--- config.mk ---
export PLATFORM = sky130hd
export DESIGN_NAME = ula_arbiter_flat
export DESIGN_NICKNAME = d
export VERILOG_FILES = /design/src/rtl/ula_arbiter_if.sv /design/src/rtl/ula_arbiter.sv /design/src/flat_wrapper.sv
export SDC_FILE = /design/constraint.sdc
export NUM_CORES = 1
export LEC_CHECK = 0
export CAP_MARGIN = 10
export CELL_PAD_IN_SITES_DETAIL_PLACEMENT = 0
export CELL_PAD_IN_SITES_GLOBAL_PLACEMENT = 1
export CORE_MARGIN = 4
export CORE_UTILIZATION = 25
export CTS_CLUSTER_DIAMETER = 50
export DETAILED_ROUTE_END_ITERATION = 8
export GPL_TIMING_DRIVEN = 0
export HOLD_SLACK_MARGIN = 0.05
export PLACE_DENSITY_LB_ADDON = 0.2
export SYNTH_ARGS = -nofsm -noshare
export SYNTH_HDL_FRONTEND = slang
export SYNTH_SLANG_ARGS = --single-unit
--- constraint.sdc ---
create_clock -name i_clk -period 1.15 [get_ports i_clk]
set_input_delay 0.1725 -clock i_clk [delete_from_list [all_inputs] [get_ports i_clk]]
set_output_delay 0.1725 -clock i_clk [all_outputs]
set_load 0.02 [all_outputs]
--- src/rtl/ula_arbiter_if.sv ---
// Bundle of the two requester channels, the two result channels and the shared-ULA drive.
// Index [n] of each packed array belongs to requester n.
interface ula_arbiter_if;
  logic [1:0]      req_valid;
  logic [1:0]      req_ready;
  logic [1:0][3:0] req_sel;
  logic [1:0][1:0] req_a;
  logic [1:0][1:0] req_b;
  logic [1:0]      res_valid;
  logic [1:0]      res_ready;
  logic [1:0][1:0] res_data;
  logic [1:0]      res_err;
  logic [3:0]      ula_sel;
  logic [1:0]      ula_a;
  logic [1:0]      ula_b;
  logic [1:0]      ula_saida;
  logic            grant;

  modport master (
    output req_valid, req_sel, req_a, req_b, res_ready, ula_saida,
    input  req_ready, res_valid, res_data, res_err, ula_sel, ula_a, ula_b, grant
  );

  modport slave (
    input  req_valid, req_sel, req_a, req_b, res_ready, ula_saida,
    output req_ready, res_valid, res_data, res_err, ula_sel, ula_a, ula_b, grant
  );
endinterface

--- src/rtl/ula_arbiter.sv ---
// Two-requester arbiter sharing one external ULA; one operation in flight (IDLE/EXEC/RESP).
// Build option: define ULA_ARB_FIXED_PRIO_EN to make requester 0 win every tie (no round-robin).

module ula_arb_res_chan (
  input  logic       i_clk,
  input  logic       i_rst,
  input  logic       i_load,
  input  logic       i_clear,
  input  logic [1:0] i_data,
  input  logic       i_err,
  output logic       o_valid,
  output logic [1:0] o_data,
  output logic       o_err
);
  logic       r_valid;
  logic [1:0] r_data;
  logic       r_err;

  always_ff @(posedge i_clk) begin
    if (i_rst) begin
      r_valid <= 1'b0;
      r_data  <= 2'b00;
      r_err   <= 1'b0;
    end else if (i_load) begin
      r_valid <= 1'b1;
      r_data  <= i_data;
      r_err   <= i_err;
    end else if (i_clear) begin
      r_valid <= 1'b0;
    end
  end

  assign o_valid = r_valid;
  assign o_data  = r_data;
  assign o_err   = r_err;
endmodule

module ula_arbiter (
  input  logic          i_clk,
  input  logic          i_rst,
  ula_arbiter_if.slave  bus
);
  localparam logic [3:0] SEL_DIV = 4'b0011;

  typedef enum logic [1:0] {IDLE, EXEC, RESP} state_t;

  state_t     r_state;
  state_t     w_next;
  logic       r_grant;
  logic [3:0] r_ula_sel;
  logic [1:0] r_ula_a;
  logic [1:0] r_ula_b;
  logic       w_win;
  logic [1:0] w_ready;
  logic       w_accept;
  logic       w_release;
  logic       w_div0;
  logic [1:0] w_res_data;
  logic [1:0] w_res_valid;
  logic [1:0][1:0] w_res_dat;
  logic [1:0] w_res_err;

`ifdef ULA_ARB_FIXED_PRIO_EN
  always_comb begin
    w_win = 1'b0;
    if (bus.req_valid == 2'b10) w_win = 1'b1;
  end
`else
  logic r_ptr;

  // A lone requester always wins; the pointer only breaks ties.
  always_comb begin
    w_win = 1'b0;
    if (bus.req_valid == 2'b10)      w_win = 1'b1;
    else if (bus.req_valid == 2'b11) w_win = r_ptr;
  end

  always_ff @(posedge i_clk) begin
    if (i_rst)          r_ptr <= 1'b0;
    else if (w_release) r_ptr <= ~r_grant;
  end
`endif

  always_ff @(posedge i_clk) begin
    if (i_rst) r_state <= IDLE;
    else       r_state <= w_next;
  end

  always_comb begin
    w_next  = r_state;
    w_ready = 2'b00;
    case (r_state)
      IDLE: begin
        if (!i_rst && bus.req_valid[w_win]) begin
          w_ready[w_win] = 1'b1;
          w_next         = EXEC;
        end
      end
      EXEC: w_next = RESP;
      RESP: if (bus.res_ready[r_grant]) w_next = IDLE;
      default: w_next = IDLE;
    endcase
  end

  assign w_accept  = (r_state == IDLE) && bus.req_valid[w_win];
  assign w_release = (r_state == RESP) && bus.res_ready[r_grant];

  // ULA drive only moves on an accept, so it is quiet between operations.
  always_ff @(posedge i_clk) begin
    if (i_rst) begin
      r_grant   <= 1'b0;
      r_ula_sel <= 4'h0;
      r_ula_a   <= 2'b00;
      r_ula_b   <= 2'b00;
    end else if (w_accept) begin
      r_grant   <= w_win;
      r_ula_sel <= bus.req_sel[w_win];
      r_ula_a   <= bus.req_a[w_win];
      r_ula_b   <= bus.req_b[w_win];
    end
  end

  assign w_div0     = (r_ula_sel == SEL_DIV) && (r_ula_b == 2'b00);
  assign w_res_data = w_div0 ? 2'b00 : bus.ula_saida;

  for (genvar g = 0; g < 2; g++) begin : g_res
    ula_arb_res_chan u_chan (
      .i_clk   (i_clk),
      .i_rst   (i_rst),
      .i_load  ((r_state == EXEC) && (r_grant == 1'(g))),
      .i_clear (w_release && (r_grant == 1'(g))),
      .i_data  (w_res_data),
      .i_err   (w_div0),
      .o_valid (w_res_valid[g]),
      .o_data  (w_res_dat[g]),
      .o_err   (w_res_err[g])
    );
  end

  assign bus.req_ready = w_ready;
  assign bus.res_valid = w_res_valid;
  assign bus.res_data  = w_res_dat;
  assign bus.res_err   = w_res_err;
  assign bus.ula_sel   = r_ula_sel;
  assign bus.ula_a     = r_ula_a;
  assign bus.ula_b     = r_ula_b;
  assign bus.grant     = r_grant;
endmodule

--- src/flat_wrapper.sv ---
// flat-port wrapper written by rule: the top's interface ports become plain ports
module ula_arbiter_flat 
  (i_clk, i_rst, bus_req_valid, bus_req_sel, bus_req_a, bus_req_b, bus_res_ready, bus_ula_saida, bus_req_ready, bus_res_valid, bus_res_data, bus_res_err, bus_ula_sel, bus_ula_a, bus_ula_b, bus_grant);
  ula_arbiter_if bus_i ();
  input  logic i_clk;
  input  logic i_rst;
  input wire logic [$bits(bus_i.req_valid)-1:0] bus_req_valid;
  input wire logic [$bits(bus_i.req_sel)-1:0] bus_req_sel;
  input wire logic [$bits(bus_i.req_a)-1:0] bus_req_a;
  input wire logic [$bits(bus_i.req_b)-1:0] bus_req_b;
  input wire logic [$bits(bus_i.res_ready)-1:0] bus_res_ready;
  input wire logic [$bits(bus_i.ula_saida)-1:0] bus_ula_saida;
  output wire logic [$bits(bus_i.req_ready)-1:0] bus_req_ready;
  output wire logic [$bits(bus_i.res_valid)-1:0] bus_res_valid;
  output wire logic [$bits(bus_i.res_data)-1:0] bus_res_data;
  output wire logic [$bits(bus_i.res_err)-1:0] bus_res_err;
  output wire logic [$bits(bus_i.ula_sel)-1:0] bus_ula_sel;
  output wire logic [$bits(bus_i.ula_a)-1:0] bus_ula_a;
  output wire logic [$bits(bus_i.ula_b)-1:0] bus_ula_b;
  output wire logic [$bits(bus_i.grant)-1:0] bus_grant;
  assign bus_i.req_valid = bus_req_valid;
  assign bus_i.req_sel = bus_req_sel;
  assign bus_i.req_a = bus_req_a;
  assign bus_i.req_b = bus_req_b;
  assign bus_i.res_ready = bus_res_ready;
  assign bus_i.ula_saida = bus_ula_saida;
  assign bus_req_ready = bus_i.req_ready;
  assign bus_res_valid = bus_i.res_valid;
  assign bus_res_data = bus_i.res_data;
  assign bus_res_err = bus_i.res_err;
  assign bus_ula_sel = bus_i.ula_sel;
  assign bus_ula_a = bus_i.ula_a;
  assign bus_ula_b = bus_i.ula_b;
  assign bus_grant = bus_i.grant;
  ula_arbiter u_core (.i_clk(i_clk), .i_rst(i_rst), .bus(bus_i));
endmodule
Word level (Yosys, flattened, before mapping):

Index checks and enable logic that the tools add are counted.

* add/subtract/negate cells: 0
* multiply operators: 0
* divide/modulo/power cells: 0
* order comparisons: 3
* eq/ne operators: 7
* shifts and indexed selects: 0
* multiplexer cells: 24
* bitwise gates (word level): 1
* reduce and logical (&&, ||, !) cells: 15

Operators with widths (number)
* 2-bit two-way mux: 9
* 1-bit two-way mux: 11
* 1-bit logical AND: 9
* 4-bit two-way mux: 2
* 2-bit == test (second input constant): 3
* 2-bit case mux with 3 select lines: 1
* 4-bit by 2-bit == test with 1-bit output (second input constant): 1
* 2-bit logical NOT: 2
* 1-bit by 2-bit < comparator with 1-bit output (second input constant): 2
* 2-bit by 1-bit != test with 1-bit output (second input constant): 2
* 2-bit nonzero test: 2
* 2-bit by 1-bit == test with 1-bit output (second input constant): 1
* 2-bit AND reduction: 1
* 1-bit demux with 1-bit select: 1
* 1-bit >= comparator (second input constant): 1
* 1-bit logical NOT: 1
* 1-bit NOT: 1

* flip-flop bits (word level): 20
* latch bits: 0
* memory bits (writable): 0
* memory bits (read-only): 0
* input bits: 24
* output and inout bits: 19
* logic and storage cells: 62
* memories: 0

Logic depth before layout (Yosys ltp):

* word-level depth: 9
* mapped depth: 4
* mapped depth without buffers: 3

By module:

Synthesis repeated with hierarchy kept, for this count alone.

* cell total of the unflattened synthesis: 107
* area total of the unflattened synthesis: 917.1 µm²

Modules (own cells, without submodules)
* ula_arbiter: times used 1, cells each 81, area an instance 644.4 µm², seq. area each 240.2 µm²
* ula_arb_res_chan: times used 2, cells each 13, area an instance 136.4 µm², seq. area each 80.1 µm²

Worst setup path before layout:

OpenSTA, ideal clock, no wires.

* path kind: reg2out
* start: register u_core.r_state[1]
* end: output bus_req_ready[0]
* data arrival time: 1286 ps
* required time: 978 ps
* slack: -308 ps
* cell stages (with the launch flop): 5
* path buffers: 1
* path through: dfxtp_1 nor2_1 buf_4 nand2_1 a211oi_1

* longest elaborated chain between the ends: 2

RTL lines
* from (decl): RTL line ula_arbiter.sv:47 `state_t r_state;`
* from (signal assigned): RTL line ula_arbiter.sv:86 `else r_state <= w_next;`
* 2-bit logical NOT: RTL line ula_arbiter.sv:92 `case (r_state)`
* 2-bit two-way mux: RTL line ula_arbiter.sv:92
* to (decl): RTL line flat_wrapper.sv:13 `output wire logic [$bits(bus_i.req_ready)-1:0] bus_req_ready;`

No other way between the ends.

Worst setup path in the final report:

* start: register u_core.r_ptr
* end: output bus_req_ready[0]

* longest elaborated chain between the ends: 8

RTL lines
* from (decl): RTL line ula_arbiter.sv:69 `logic r_ptr;`
* from (signal assigned): RTL line ula_arbiter.sv:80 `else if (w_release) r_ptr <= ~r_grant;`
* 1-bit two-way mux (*): RTL line ula_arbiter.sv:75 `else if (bus.req_valid == 2'b11) w_win = r_ptr;`
* 1-bit two-way mux (*): RTL line ula_arbiter.sv:74 `if (bus.req_valid == 2'b10) w_win = 1'b1;`
* 1-bit by 2-bit < comparator with 1-bit output (not written as such) or 1-bit >= comparator (tied branches): RTL line ula_arbiter.sv:95 `w_ready[w_win] = 1'b1;`
* 1-bit logical AND (not written as such): RTL line ula_arbiter.sv:95
* 1-bit two-way mux (not written as such): RTL line ula_arbiter.sv:95
* 1-bit demux with 1-bit select
* 2-bit two-way mux (*): RTL line ula_arbiter.sv:94 `if (!i_rst && bus.req_valid[w_win]) begin`
* 2-bit two-way mux (*): RTL line ula_arbiter.sv:92

Every way passes the cells marked *; elsewhere a longest branch is shown, timed or not. The select of a mux whose other input is x is not followed.

==> impl_metrics.toml <==
[drt]
totalWireLength_um = 3144
num_vias = 1096
drcViolationCount = 0
drtAntennaViolNets = 0
drtIter0Drc = 22
drt_first_pass_iters = 4
post_drt_wl_per_cell_um = 14.16
viasPerCell = 4.937

[logic_synthesis]
ys_types = 29
synth_area_mm2 = 0.001056
synthFlopType = "dfxtp_1"
yosys-top-cells-count = "20 x dfxtp_1, 13 x a21oi_1, 11 x o21ai_0"
synth_area_leaders = "dfxtp_1 38%, a311oi_2 11%, a21oi_1 6.2%"
syn_nets = 142
synth-edff-count = 0
synth_seq_cells = 20
ys.warnings.count = 0
ys_seq_area_share_pct = 37.91
yosys.cell_count.top_type = "dfxtp_1"
syn_area_per_cell_um2 = 8.949
async_reset_ff_share_pct = 0
synth_cells = 118
synth_top_cell_area_share_pct = 37.91
synth.largest_area_cell = "dfxtp_1"

[timing]
rsz0062_at_grt = "yes"
clock.fmax_mhz = 714.5
fin_crit_sh_pct = 121.7
setup_viol = 8
fin_worst_skew_ns = 0.004562
hold_viol_final = 0
layout_setup_ws_ns = -0.2496
tightest_slew_ns = 0.2849
period_minus_slack_ns = 1.400
slew_viol_final = 0
maxSlewHeadroom_pct = 81.00

[grt]
grtUsageMet2_pct = 21.25
busiest_layer = "met2"
grt_usage_pct = 12.42
antenna_found_initial = 0
grt_max_degree = 13
globalRouteOverflowTotal = 0
grtUsageMet3_pct = 2.755
grt_pass1_wl_um = 5133
grt_pass1_vias = 1094
grtUsageMet1_pct = 15.20

[pwr]
irDropWorstVdd_mv = 0.4646
design_power_total_mw = 2.162
p_per_area_mw_per_mm2 = 1215
p_leak_nw = 0.6835

[critical_path]
path_class = "reg -> out"
r2r_end = "u_core.bus.ula_sel[1]$_SDFFE_PP0P_"
slowest_delay_ns = 0.33
cpMaxStageDelayCell = "dfxtp_2"
cpMostUsedCell = "buf_6"
path_cells = "nand2b_1 > buf_6 > a211oi_4 > buf_6"
crit_fanout = 4
startpoint_type = "register"
arrival_ns = 1.23
reg2reg_depth = 5
reg2reg_slack_ns = -0.03
end_kind = "output pin"
regToRegStartpoint = "u_core.r_state[0]$_SDFFE_PP0P_"
cp_data_required_time_ns = 0.98

[floorplan]
die_h_um = 72.99
initial_utilization_pct = 26.21
ios = 43
placementRows = 23
die_w_um = 72.99
coreArea_mm2 = 0.004029
die-area_mm2 = 0.005328

[clocking]
ctsHtreeMaxLevel = 1
cts_tree = "done"
clockBufferDepth = 2
cts_root_buf = "clkbuf_8"
clk_pin_slew_worst_paths_ns = 0.08
numCtsBuffers = 3
insertion_delay_ns = 0.26
clkSinkCount = 20

[layout]
design_area_mm2 = 0.001780
antenna_cells = 0
layout-drive-gt1-share_pct = 39.53
fillCellCount = 403
final_nets = 197
syn_to_final_growth_pct = 68.60

[run]
drv_cap = 0

[place]
post_dp_cell_area_mm2 = 0.001565
gp_congestion = 0.7463
dp_hpwl_um = 2180
numPortBuffers = 42

[worst_hold_path]
hold_end = "u_core.g_res[1].u_chan.o_err$_SDFFE_PP0P_"
hp-class = "reg -> reg"
min_path_cells = 2
hold_start = "u_core.g_res[1].u_chan.o_err$_SDFFE_PP0P_"

[status]
status = "complete, but fails checks"
violations = "setup timing"
## area by class of cell
class	instances	area, um2	share of cell area, %
Buffer	11	101.3	5.692
Clock buffer	3	41.29	2.319
Clock inverter	1	30.03	1.687
Inverter	6	22.52	1.265
Multi-Input combinational cell	80	640.6	35.98
Sequential cell	20	419.2	23.54
Tap cell	50	62.56	3.514
Timing Repair Buffer	51	462.9	26.00
## registers in the layout, indices dropped and copies added, names as in the netlist, 2 cells and up
register                     flops
u_core.bus.ula_a                 2
u_core.g_res.u_chan.o_data       4
u_core.g_res.u_chan.o_valid      2
u_core.bus.ula_sel               4
u_core.bus.ula_b                 2
u_core.r_state                   2
u_core.g_res.u_chan.o_err        2
## power breakdown
group / switching (mW) / internal (mW) / leakage (nW)
clock: 0.253 / 0.465 / 0.0357
sequential: 0.0558 / 0.754 / 0.168
combinational: 0.315 / 0.319 / 0.479
total: 0.624 / 1.54 / 0.683
## cells in the final DEF, fill, tap and decap left out, types with 2 or more instances in the layout
master            n
inv_1             6
dfxtp_2           6
buf_6             9
nor2_4            2
nand2b_1          5
dfxtp_1          11
a21oi_1          13
clkdlybuf4s15_2   4
nand3_1           9
dlygate4sd2_1     7
o21ai_1           5
nor2b_1           3
dfxtp_4           3
a311oi_2          8
nand2_1           5
clkbuf_8          4
o21ai_0           6
clkdlybuf4s15_1   2
clkdlybuf4s50_1  20
a211oi_1          2
o32ai_2           3
buf_4            10
buf_2             5
and2_4            2
nand4b_1          2
clkbuf_2          3
## kinds of logic after synthesis
kind of cell | share of synthesized area, %
flip-flops | 37.91
buffers and inverters | 9.361
AO/OA/AOI/OAI | 32.35
AND/OR/NAND/NOR | 20.38
## critical path, delay by kind of cell, from the launching register on
family / cells / cell delay, ns
DFF: 1 / 0.33
buffers and inverters: 2 / 0.29
and+or+nand+nor: 1 / 0.15
AOI/OAI and AO/OA: 1 / 0.20
## through the flow
stage	TNS (ns)	util (%)	worst slack (ns)	hold slack (ns)	instances
finish	-0.5187	44.19	-0.2496	0.4776	222
global route	-1.044	44.19	-0.2981	0.5023	222
CTS	-0.4860	44.10	-0.2369	0.4795	221
detailed placement	-10.32	38.85	-1.089	0.4666	210
global placement	-9.809	38.85	-1.070	0.4602	210
floorplan	-0.03857	-	-0.03857	0.2848	118
## worst max-delay path by stage
stage / start / end / slack (ns) / depth (start not counted)
CTS: u_core.r_state[0]$_SDFFE_PP0P_ / bus_req_ready[0] / -0.24 / 5
global route: u_core.r_state[0]$_SDFFE_PP0P_ / bus_req_ready[0] / -0.30 / 5
floorplan: u_core.r_state[1]$_SDFFE_PP0P_ / bus_req_ready[0] / -0.04 / 4
detailed placement: bus_req_valid[1] / bus_req_ready[1] / -1.09 / 5
global placement: bus_req_valid[1] / bus_req_ready[1] / -1.07 / 5
finish: u_core.r_ptr$_SDFFE_PP0N_ / bus_req_ready[0] / -0.25 / 4
## repair_timing
| action | in CTS | in global routing |
|---|---|---|
| pin swaps | 5 | 8 |
| resized for setup | 80 | 25 |
| endpoints found under the setup margin | 38 | 28 |
| hold buffers | 0 | 0 |
| buffers inserted | 8 | 2 |
## metal layers
metal | up-vias | wire [um]
li1 | 538 | -
met1 | 518 | 1427
met2 | 35 | 1515
met3 | 5 | 162
met4 | 0 | 39
met5 | - | 0
Note: power is estimated with default switching activity, not from simulation.
==> patch 1: new RTL, same flow settings <==
Re-encode `state_t` (3 states) as one-hot, 3 bits wide.
--- a/src/rtl/ula_arbiter.sv
+++ b/src/rtl/ula_arbiter.sv
@@ -42,7 +42,7 @@
 );
   localparam logic [3:0] SEL_DIV = 4'b0011;
 
-  typedef enum logic [1:0] {IDLE, EXEC, RESP} state_t;
+  typedef enum logic [2:0] {IDLE = 3'b001, EXEC = 3'b010, RESP = 3'b100} state_t;
 
   state_t     r_state;
   state_t     w_next;
Behaviour: no difference found for any inputs over 10 cycles, from zero or initial values and one cycle with i_rst high; not proved beyond that.
==> patch 1 against the original RTL <==
The run still ends with setup timing left. Routed wire length down 1.5%. Power down 7.7%. Critical path depth unchanged. Final area up 4.6%. Sequential power up 7.4%. Synthesized area down 0.95%. Hold slack worse by 0.11 ns. Sequential cell count up 1. Worst setup slack worse by 0.17 ns. Die area down 0.83%. Clock skew down 0.0024 ns. Core utilization up 2.0 points. Fmax down 11%. Synthesized cell count up 2.5%.
==> patch 1: results (changes against the original RTL) <==
metric,value,unit,change
pwr-share-seq,43.6,%,+6.2 points
grt_pass1_vias,1049,,-4.1%
final-clk-cell-share,2.42,%,-1.6 points
finalSetupViolCount,22,,+14
multi_input_gates,68,,-15%
synth_seq_area_share,40.2,%,+2.3 points
grt_max_degree,12,,-1
io_buffers,41,,-2.4%
multi_input_area_share,35.5,%,-0.45 points
grt_usage,11.8,%,-0.64 points
n_fill_cell,396,,-1.7%
seq_cells,21,,+5.0%
setup_slack,-0.423,ns,-0.174 ns
finalNonFillerCells,227,,+2.3%
ys_top_cells_by_count,"inv_1, dfxtp_1, nand2b_1",,
buffers,60,,-3.2%
use_met2,20.2,%,-1.0 points
met2_wirelength,1520,µm,+0.59%
grt_pass1_wl,4950,µm,-3.6%
route.met3.wl,184,µm,+14%
cellPowerDensity,1070,nW/µm²,-12%
status,"finished, violations left",,
yosys-top-cells-area,"dfxtp_1, inv_1, a222oi_1",,
arrival,1.40,ns,+0.17 ns
drt-initial-drc-count,54,,+150%
hp-class,in2reg,,
syn_avg_cell_area,8.64,µm²,-3.4%
violations,setup timing,,
final-nonclk-buf-share,30.3,%,-1.4 points
ys_types,32,,+10%
postPlaceCellArea,1570,µm²,+0.48%
finalPower,0.00200,W,-7.7%
nonClockInverterCount,24,,+18
final_nets,202,,+2.5%
==> patch 1: cell types whose count changed after synthesis, moves of 2 or more <==
cell      delta
buf_2        -2
nand2b_1     +7
a222oi_1     +8
inv_1       +18
o32ai_2      -2
o21ai_0      -8
nand3_1      -9
a211oi_1     -3
o32ai_1      +2
nor3_1       +3
a21oi_1     -11
nor2_1       +3
a311oi_2     -8
==> patch 1: repair_timing <==
item | in CTS | in global routing
pin swaps | 9 | 8
buffers inserted | 6 | 7
gates resized for setup | 75 | 34
endpoints found under the hold margin | 0 | 0
gates cloned | 1 | 0
endpoints found under the setup margin | 38 | 34
==> patch 1: final timing paths <==
check	cells past startpoint	from	slack [ns]	endpoint
max	4	u_core.r_state[1]	-0.42	bus_req_ready[1]
min	3	i_rst	0.36	u_core.bus.ula_b[0]
max reg2reg	4	u_core.r_state[2]	-0.40	u_core.bus.ula_sel[3]
min reg2reg	2	u_core.g_res[0].u_chan.o_data[1]	0.47	u_core.g_res[0].u_chan.o_data[1]
==> patch 2: new RTL, same flow settings <==
Made on the original files. The option `ULA_ARB_FIXED_PRIO_EN` is turned on by a define.
--- a/src/rtl/ula_arbiter.sv
+++ b/src/rtl/ula_arbiter.sv
@@ -1,5 +1,7 @@
 // Two-requester arbiter sharing one external ULA; one operation in flight (IDLE/EXEC/RESP).
 // Build option: define ULA_ARB_FIXED_PRIO_EN to make requester 0 win every tie (no round-robin).
+
+`define ULA_ARB_FIXED_PRIO_EN
 
 module ula_arb_res_chan (
   input  logic       i_clk,
Function: changed (Yosys sat finds a counterexample within 4 cycles, from zero or initial values and one cycle with i_rst high).
==> patch 2 against the original RTL <==
The run still ends with setup timing left. Largest power group unchanged. Hold slack got worse by 0.023 ns. Synthesized area decreased by 19%. Worst setup slack got worse by 0.025 ns. Core utilization rose by 4.5 points. Final area shrank 14%. Register-to-register slack lost 0.15 ns. Routed wire length shrank 18%. Power fell by 28%. Sequential share of layout area rose by 2.8 points. Fmax fell by 1.8%. First-iteration DRC count grew 82%. Sequential cell count fell by 1. Critical endpoint unchanged.
==> patch 2: results (changes against the original RTL) <==
metric,value,unit,change
vias,891,,-19%
finalSetupViolCount,17,,+9
place_congestion,0.678,,-9.2%
synth_compound_area_share,19.3,%,-13 points
final_nets,175,,-11%
cts_root_buffer,clkbuf_4,,
ys_types,28,,-3.4%
routedWlPerCell,13.3,µm,-6.1%
grt_pass1_vias,900,,-18%
cpPeakStageDelay,0.37,ns,+0.04 ns
yosys-top-cells-area,"dfxtp_1, a221o_1, and3_1",,
ys_top_cells_by_count,"dfxtp_1, a221o_1, and3_1",,
yosysWarnings,0,,unchanged
slew_headroom,64.8,%,-16 points
switchingPower,0.000458,W,-27%
mappedNetlistNets,113,,-20%
fin_tns_setup,-2.43,ns,-1.91 ns
grt_pass1_wl,4010,µm,-22%
hold_violations,0,,unchanged
fin_skew,0.00793,ns,+0.00337 ns
synth_seq_area_share,44.4,%,+6.5 points
ir_worst_vdd,0.620,mV,+33%
clockBufferDepth,2,,unchanged
grt_usage,11.8,%,-0.63 points
critPathTopFamily,flip-flops,,
syn_avg_cell_area,9.62,µm²,+7.4%
grt_max_degree,12,,-1
synthMuxAreaShare,1.32,%,+1.3 points
drc_errors,0,,unchanged
setup_slack,-0.275,ns,-0.0254 ns
totalWireLength,2580,µm,-18%
drive_gt1_share,48.7,%,+9.1 points
path_clk_slew,0.11,ns,+0.03 ns
hp-class,in2reg,,
synthAdderAreaFrac,0,%,unchanged
crit_path_top_delay_cell,dfxtp_4,,
worstPathMaxFanout,2,,-2
dp_hpwl,1810,µm,-17%
synth-edff-count,0,,unchanged
insertion_delay,0.30,ns,+0.04 ns
status,"finished, violations left",,
drt-initial-drc-count,40,,+82%
p_leak,0.711,nW,+4.0%
violations,setup timing,,
patch 2: final timing paths:
path                               startpoint                          endpoint  slack [ns]  cells past startpoint
max                         u_core.r_state[0]                  bus_req_ready[0]       -0.28                      4
max reg2reg                 u_core.r_state[1]      u_core.g_res[1].u_chan.o_err       -0.18                      4
min reg2reg  u_core.g_res[1].u_chan.o_data[0]  u_core.g_res[1].u_chan.o_data[0]        0.47                      2
min                          bus_ula_saida[0]  u_core.g_res[1].u_chan.o_data[0]        0.45                      3
patch 2: metrics by stage:
step	setup WS [ns]	power, W	instance area (µm²)
floorplan	-0.119	0.000961	900
global placement	-0.836	0.00116	1380
detailed placement	-0.833	0.00117	1380
CTS	-0.275	0.00155	1500
global route	-0.335	0.00164	1530
finish	-0.275	0.00155	1530
patch 2: area by class of cell:
class | instances | area (µm²)
Multi-Input combinational cell | 54 | 465
Inverter | 6 | 22.5
Tap cell | 44 | 55.1
Clock inverter | 1 | 5.00
Timing Repair Buffer | 58 | 478
Sequential cell | 19 | 404
Fill cell | 334 | 1620
Buffer | 9 | 81.3
Clock buffer | 3 | 22.5
patch 2: cells by family (layout without fill, tap and decap cells):
group / after synthesis / count (layout)
buffers and inverters: 16 / 77
AO/OA/AOI/OAI: 20 / 20
AND/OR/NAND/NOR: 33 / 33
flip-flops: 19 / 19
multiplexers: 1 / 1
patch 2: what timing repair did:
item                       4_1_cts  5_1_grt
setup buffers                    9        7
gates resized for setup         82       15
setup endpoints to repair       35       27
hold buffers                     0        0
pin swaps                        5        3
patch 2: metal layers:
metal | wire [µm] | vias to the layer above | share of wire (%) | GRT usage, %
met1 | 977 | 410 | 38 | 12.8
li1 | - | 447 | - | -
met2 | 1340 | 32 | 52 | 20.6
met4 | 8 | 0 | 0.31 | 1.52
met5 | 0 | - | 0 | 0
met3 | 254 | 2 | 9.8 | 6.41
patch 2: power groups by stage:
stage	combinational [W]	sequential [W]	clock (W)
floorplan	0.000161	0.000800	0
global placement	0.000397	0.000761	0
detailed placement	0.000405	0.000762	0
CTS	0.000443	0.000750	0.000360
global route	0.000490	0.000759	0.000388
finish	0.000454	0.000751	0.000344
patch 2: worst register-to-register path, stage by stage, from the launching register on:
cell      delay, ns
dfxtp_4        0.38
buf_4          0.14
nand3b_4       0.15
or4b_4         0.48
a21oi_2        0.12
